`src/rtl/instr_fetch_unit.sv`:
```
// rtl/instr_fetch_unit.sv - byte-serial big-endian instruction fetch with valid/ready output
// Optional misaligned-redirect rejection is built when FETCH_ALIGN_CHECK_EN is defined.
module instr_fetch_unit #(
  parameter int                ADDR_W   = 8,
  parameter logic [ADDR_W-1:0] RESET_PC = '0
) (
  input  logic              clk,
  input  logic              reset,
  output logic              mem_rd_en,
  output logic [ADDR_W-1:0] mem_addr,
  input  logic [7:0]        mem_rdata,
  input  logic              redirect_valid,
  input  logic [ADDR_W-1:0] redirect_pc,
  output logic [31:0]       instr,
  output logic [ADDR_W-1:0] instr_pc,
  output logic              instr_valid,
  input  logic              instr_ready,
  output logic              misalign_err
);

  typedef enum logic [1:0] {IDLE, FETCH, VALID} state_t;

  state_t            state_q, state_d;
  logic [ADDR_W-1:0] pc_q, pc_d;
  logic [2:0]        iss_q, iss_d;
  logic [2:0]        cap_q, cap_d;
  logic              pend_q, pend_d;
  logic [23:0]       asm_q, asm_d;
  logic [31:0]       instr_q, instr_d;
  logic [ADDR_W-1:0] instr_pc_q, instr_pc_d;
  logic              instr_valid_q, instr_valid_d;
  logic              mem_rd_en_q, mem_rd_en_d;
  logic [ADDR_W-1:0] mem_addr_q, mem_addr_d;
  logic [ADDR_W-1:0] redir_pc;
  logic              redir_take;

`ifdef FETCH_ALIGN_CHECK_EN
  logic              misalign_q, misalign_d;
  logic              redir_bad;
`endif

  always_comb begin
    state_d       = state_q;
    pc_d          = pc_q;
    iss_d         = iss_q;
    cap_d         = cap_q;
    asm_d         = asm_q;
    instr_d       = instr_q;
    instr_pc_d    = instr_pc_q;
    instr_valid_d = instr_valid_q;
    mem_rd_en_d   = 1'b0;
    mem_addr_d    = mem_addr_q;
    redir_pc      = redirect_pc & ~ADDR_W'(3);
`ifdef FETCH_ALIGN_CHECK_EN
    redir_bad     = redirect_valid & (redirect_pc[1:0] != 2'b00);
    redir_take    = redirect_valid & ~redir_bad;
    misalign_d    = misalign_q | redir_bad;
`else
    redir_take    = redirect_valid;
`endif
    // The byte issued this cycle returns next cycle; a redirect orphans it.
    pend_d        = mem_rd_en_q & ~redir_take;

    case (state_q)
      IDLE: begin
        state_d = FETCH;
        if (redir_take) pc_d = redir_pc;
      end
      FETCH: begin
        if (!redir_take) begin
          if (pend_q) begin
            asm_d = {asm_q[15:0], mem_rdata};
            cap_d = cap_q + 3'd1;
            if (cap_q == 3'd3) begin
              state_d       = VALID;
              instr_d       = {asm_q, mem_rdata};
              instr_pc_d    = pc_q;
              instr_valid_d = 1'b1;
            end
          end
          if (iss_q < 3'd4) begin
            mem_rd_en_d = 1'b1;
            mem_addr_d  = pc_q + ADDR_W'(iss_q);
            iss_d       = iss_q + 3'd1;
          end
        end
      end
      VALID: begin
        // Issue byte 0 of the next word on the accept edge to keep a 6-cycle cadence.
        if (!redir_take && instr_ready) begin
          state_d       = FETCH;
          pc_d          = pc_q + ADDR_W'(4);
          cap_d         = 3'd0;
          iss_d         = 3'd1;
          mem_rd_en_d   = 1'b1;
          mem_addr_d    = pc_q + ADDR_W'(4);
          instr_valid_d = 1'b0;
        end
      end
      default: state_d = IDLE;
    endcase

    if (redir_take && state_q != IDLE) begin
      state_d       = FETCH;
      pc_d          = redir_pc;
      cap_d         = 3'd0;
      iss_d         = 3'd1;
      mem_rd_en_d   = 1'b1;
      mem_addr_d    = redir_pc;
      instr_valid_d = 1'b0;
    end
  end

  always_ff @(posedge clk or negedge reset) begin
    if (!reset) begin
      state_q       <= IDLE;
      pc_q          <= RESET_PC;
      iss_q         <= 3'd0;
      cap_q         <= 3'd0;
      pend_q        <= 1'b0;
      asm_q         <= 24'd0;
      instr_q       <= 32'd0;
      instr_pc_q    <= RESET_PC;
      instr_valid_q <= 1'b0;
      mem_rd_en_q   <= 1'b0;
      mem_addr_q    <= RESET_PC;
`ifdef FETCH_ALIGN_CHECK_EN
      misalign_q    <= 1'b0;
`endif
    end else begin
      state_q       <= state_d;
      pc_q          <= pc_d;
      iss_q         <= iss_d;
      cap_q         <= cap_d;
      pend_q        <= pend_d;
      asm_q         <= asm_d;
      instr_q       <= instr_d;
      instr_pc_q    <= instr_pc_d;
      instr_valid_q <= instr_valid_d;
      mem_rd_en_q   <= mem_rd_en_d;
      mem_addr_q    <= mem_addr_d;
`ifdef FETCH_ALIGN_CHECK_EN
      misalign_q    <= misalign_d;
`endif
    end
  end

  assign mem_rd_en   = mem_rd_en_q;
  assign mem_addr    = mem_addr_q;
  assign instr       = instr_q;
  assign instr_pc    = instr_pc_q;
  assign instr_valid = instr_valid_q;
`ifdef FETCH_ALIGN_CHECK_EN
  assign misalign_err = misalign_q;
`else
  assign misalign_err = 1'b0;
`endif

endmodule

```
`config.mk`:
```
export PLATFORM = sky130hd
export DESIGN_NAME = instr_fetch_unit
export DESIGN_NICKNAME = d
export VERILOG_FILES = /design/src/rtl/instr_fetch_unit.sv
export SDC_FILE = /design/constraint.sdc
export NUM_CORES = 1
export LEC_CHECK = 0
export BUFFER_PORTS_ARGS = -buffer_cell sky130_fd_sc_hd__buf_2
export CORE_UTILIZATION = 45
export CTS_CLUSTER_DIAMETER = 50
export DETAILED_ROUTE_END_ITERATION = 10
export PLACE_DENSITY_LB_ADDON = 0.1
export SKIP_LAST_GASP = 1
export SYNTH_ARGS = -nofsm -noshare
export SYNTH_HDL_FRONTEND = slang
export SYNTH_SLANG_ARGS = --single-unit
```
`constraint.sdc`:
```
create_clock -name clk -period 3.4 [get_ports clk]
set_clock_uncertainty 0.05 [all_clocks]
set_input_delay 0.17 -clock clk [delete_from_list [all_inputs] [get_ports clk]]
set_output_delay 0.17 -clock clk [all_outputs]
set_load 0.01 [all_outputs]
```
==> impl_metrics.prom <==
# TYPE chip_impl_metric gauge
chip_impl_metric{name="layout.nets",unit=""} 466
chip_impl_metric{name="drive_gt1_share",unit="%"} 31.4
chip_impl_metric{name="avgRoutedWirePerCell",unit="um"} 14.6
chip_impl_metric{name="first_iter_violations",unit=""} 90
chip_impl_metric{name="worst_slack",unit="ns"} 0.914
chip_impl_metric{name="max_freq",unit="GHz"} 0.402
chip_impl_metric{name="cap_violations",unit=""} 0
chip_impl_metric{name="die_width",unit="um"} 96.0
chip_impl_info{name="cts_tree",value="built"} 1
chip_impl_metric{name="first_pass_iters",unit=""} 4
chip_impl_metric{name="track_usage",unit="%"} 19.1
chip_impl_info{name="postSynth.topFlopCell",value="sky130_fd_sc_hd__dfrtp_1"} 1
chip_impl_metric{name="synth_enable_flop_cells",unit=""} 0
chip_impl_metric{name="synth.ff_latch_count",unit=""} 87
chip_impl_metric{name="design.portCount",unit=""} 71
chip_impl_metric{name="overflow",unit=""} 0
chip_impl_metric{name="synth.yosys.seq_area_share",unit="%"} 54.8
chip_impl_metric{name="worst-slew-pin-transition",unit="ns"} 0.867
chip_impl_metric{name="grt_max_degree",unit=""} 38
chip_impl_metric{name="worst-endpoint-required",unit="ns"} 3.59
chip_impl_metric{name="leakage",unit="nW"} 2.46
chip_impl_metric{name="clock_insertion_delay_worst_skew",unit="ns"} 0.35
chip_impl_metric{name="avgSynthCellArea",unit="um^2"} 10.8
chip_impl_metric{name="finalWirelength",unit="um"} 8000
chip_impl_metric{name="post_synth_inst_count",unit=""} 369
chip_impl_metric{name="io_buffer_count",unit=""} 65
chip_impl_metric{name="clock_tree_buf_depth",unit=""} 2
chip_impl_metric{name="max-slew-margin-rel",unit="%"} 42.2
chip_impl_metric{name="floorplan.initialDensity",unit="%"} 47.4
chip_impl_metric{name="cts-htree-levels",unit=""} 3
chip_impl_metric{name="timing.critical_path.arrival",unit="ns"} 2.68
chip_impl_metric{name="num_vias",unit=""} 2843
chip_impl_metric{name="hold_ws",unit="ns"} 0.0269
chip_impl_metric{name="syn_area",unit="mm^2"} 0.00398
chip_impl_metric{name="gp_congestion",unit=""} 0.814
chip_impl_metric{name="synth_cell_types",unit=""} 46
chip_impl_metric{name="timing_hold_violations_final",unit=""} 0
chip_impl_metric{name="slew_viol_final",unit=""} 0
chip_impl_metric{name="placedCellCount",unit=""} 523
chip_impl_metric{name="fin_cells",unit=""} 548
chip_impl_metric{name="critical_path.max_fanout",unit=""} 25
chip_impl_metric{name="dpl.hpwl",unit="um"} 5250
chip_impl_info{name="crit_path_start_kind",value="flip-flop"} 1
chip_impl_metric{name="vdd.ir_drop.worst",unit="V"} 0.000311
chip_impl_info{name="worstHoldPathType",value="input pin to flip-flop"} 1
chip_impl_info{name="final_cell_mix",value="sky130_fd_sc_hd__nand2_1, sky130_fd_sc_hd__dfrtp_1, sky130_fd_sc_hd__buf_2"} 1
chip_impl_metric{name="synth-async-reset-ratio",unit="%"} 100
chip_impl_metric{name="post-route-min-period",unit="ns"} 2.49
chip_impl_metric{name="layout-area-overhead-vs-synth",unit="%"} 17.1
chip_impl_info{name="run_status",value="complete, no violations"} 1
chip_impl_info{name="mostFrequentLayoutCell",value="sky130_fd_sc_hd__nand2_1"} 1
chip_impl_metric{name="fp-row-count",unit=""} 33
chip_impl_metric{name="die_area",unit="mm^2"} 0.00921
chip_impl_metric{name="final.setup.tns",unit="ns"} 0
chip_impl_metric{name="coreArea",unit="mm^2"} 0.00838
chip_impl_metric{name="antennaDiodeCount",unit=""} 0
chip_impl_metric{name="clkSlewWorstSetupHoldPaths",unit="ns"} 0.09
chip_impl_metric{name="clock_sink_count",unit=""} 87
chip_impl_metric{name="yosys_warnings",unit=""} 0
chip_impl_info{name="unrepaired_setup_endpoints_after_global_routing",value="false"} 1
chip_impl_metric{name="post_drt_via_cell_ratio",unit=""} 5.19
chip_impl_metric{name="number_of_antenna_violations_at_the_first_check_in_global_routing",unit=""} 0
chip_impl_metric{name="first_global_vias",unit=""} 2678
chip_impl_metric{name="place_worst_setup_slack",unit="ns"} 0.921
chip_impl_info{name="worstSetupEndpointType",value="flip-flop"} 1
chip_impl_metric{name="power.density_cell_area",unit="mW/mm^2"} 808
chip_impl_metric{name="tritoncts.num_buffers",unit=""} 9
chip_impl_metric{name="routed_antenna_nets",unit=""} 0
chip_impl_metric{name="chipHeight",unit="um"} 96.0
chip_impl_info{name="crit_type",value="flip-flop to flip-flop"} 1
chip_impl_metric{name="rrSetupSlack",unit="ns"} 0.91
chip_impl_metric{name="grt_pass1_wl",unit="um"} 13300
chip_impl_metric{name="final.period_utilization",unit="%"} 73.1
chip_impl_metric{name="setup_viol",unit=""} 0
chip_impl_metric{name="post-route-drc-count",unit=""} 0
chip_impl_info{name="clockRootBuffer",value="sky130_fd_sc_hd__clkbuf_8"} 1
[through the flow]
stage	util (%)	instance area, um^2	power [mW]
final	55.5	4650	3.76
after global routing	55.5	4650	4.05
after CTS	55.5	4650	3.79
after detailed placement	52.1	4370	3.04
after global placement	52.1	4370	3.01
after floorplan	-	3980	2.61
[timing repair]
action / 4_1_cts / 5_1_grt
resized for setup: 0 / 0
buffers inserted: 0 / 0
hold buffers: 9 / 0
hold endpoints to repair: 22 / 0
[Yosys cell counts (3+ instances only)]
library cell | n | share of area [%]
sky130_fd_sc_hd__buf_2 | 8 | 1.0
sky130_fd_sc_hd__nor2_1 | 4 | 0.38
sky130_fd_sc_hd__a21oi_1 | 14 | 1.8
sky130_fd_sc_hd__buf_4 | 4 | 0.76
sky130_fd_sc_hd__clkbuf_1 | 10 | 0.94
sky130_fd_sc_hd__mux2i_1 | 7 | 1.8
sky130_fd_sc_hd__and2_1 | 3 | 0.47
sky130_fd_sc_hd__o21ai_0 | 11 | 1.4
sky130_fd_sc_hd__dfrtp_1 | 87 | 55
sky130_fd_sc_hd__nor3_2 | 3 | 0.76
sky130_fd_sc_hd__mux2_2 | 46 | 13
sky130_fd_sc_hd__nand2_1 | 90 | 8.5
sky130_fd_sc_hd__inv_1 | 10 | 0.94
sky130_fd_sc_hd__ha_1 | 8 | 2.5
sky130_fd_sc_hd__nand4_1 | 3 | 0.47
sky130_fd_sc_hd__a31oi_1 | 8 | 1.3
sky130_fd_sc_hd__nor3_1 | 6 | 0.76
sky130_fd_sc_hd__nand2b_1 | 4 | 0.63
sky130_fd_sc_hd__nand3_1 | 7 | 0.88
[worst max-delay path: stages, from the launching register on]
cell	delay (ns)
sky130_fd_sc_hd__dfrtp_1	0.46
sky130_fd_sc_hd__ha_1	0.38
sky130_fd_sc_hd__nand3b_4	0.34
sky130_fd_sc_hd__inv_2	0.07
sky130_fd_sc_hd__nand2_2	0.27
sky130_fd_sc_hd__buf_4	0.39
sky130_fd_sc_hd__mux2_2	0.38
[registers in the layout (all words and copies together) (netlist names)]
name         count
asm_q           24
cap_q            3
instr           32
instr_pc         6
instr_valid      1
iss_q            3
mem_addr         8
mem_rd_en        1
pc_q             6
pend_q           1
state_q          2
[kinds of logic after synthesis]
| family | after synthesis | share of synthesized area, % |
|---|---|---|
| adder cells (fa/ha/maj) | 8 | 2.52 |
| other | 1 | 0.0943 |
| flip-flops | 87 | 54.8 |
| XOR/XNOR | 3 | 0.661 |
| multiplexers | 53 | 14.8 |
| AO/OA/AOI/OAI | 48 | 7.37 |
| AND/OR/NAND/NOR | 134 | 15.7 |
| buffers and inverters | 35 | 4.12 |
[worst paths after layout]
check | end | cells past startpoint | start
max in group asynchronous | mem_addr[6] | 3 | reset
min in group asynchronous | mem_addr[3] | 2 | reset
min | pc_q[5] | 3 | redirect_pc[5]
max reg2reg | instr[13] | 6 | state_q[0]
min reg2reg | asm_q[23] | 2 | asm_q[23]
max | instr[13] | 6 | state_q[0]
[where the power goes]
part           internal [mW]  leakage [nW]  switching [mW]
Clock                  0.346         0.101           0.386
Combinational          0.626          1.23           0.696
Sequential              1.42          1.13           0.289
Total                   2.39          2.46            1.37
[per-layer routing]
metal	wire (um)	vias up	global-route usage, %	share of wire, %
met1	4160	1391	28.5	52
met3	308	6	5.29	3.9
li1	-	1394	-	-
met5	0	-	0	0
met4	71	0	5.35	0.89
met2	3460	52	27.0	43
[final cells by class]
type | count | area, um^2
timing repair buffer | 80 | 463
fill | 759 | 3730
multi-input combinational | 249 | 1640
sequential | 87 | 2180
tap | 105 | 131
clock inverter | 6 | 70.1
inverter | 11 | 41.3
clock buffer | 10 | 128
Power figures use the tool's default switching activity.
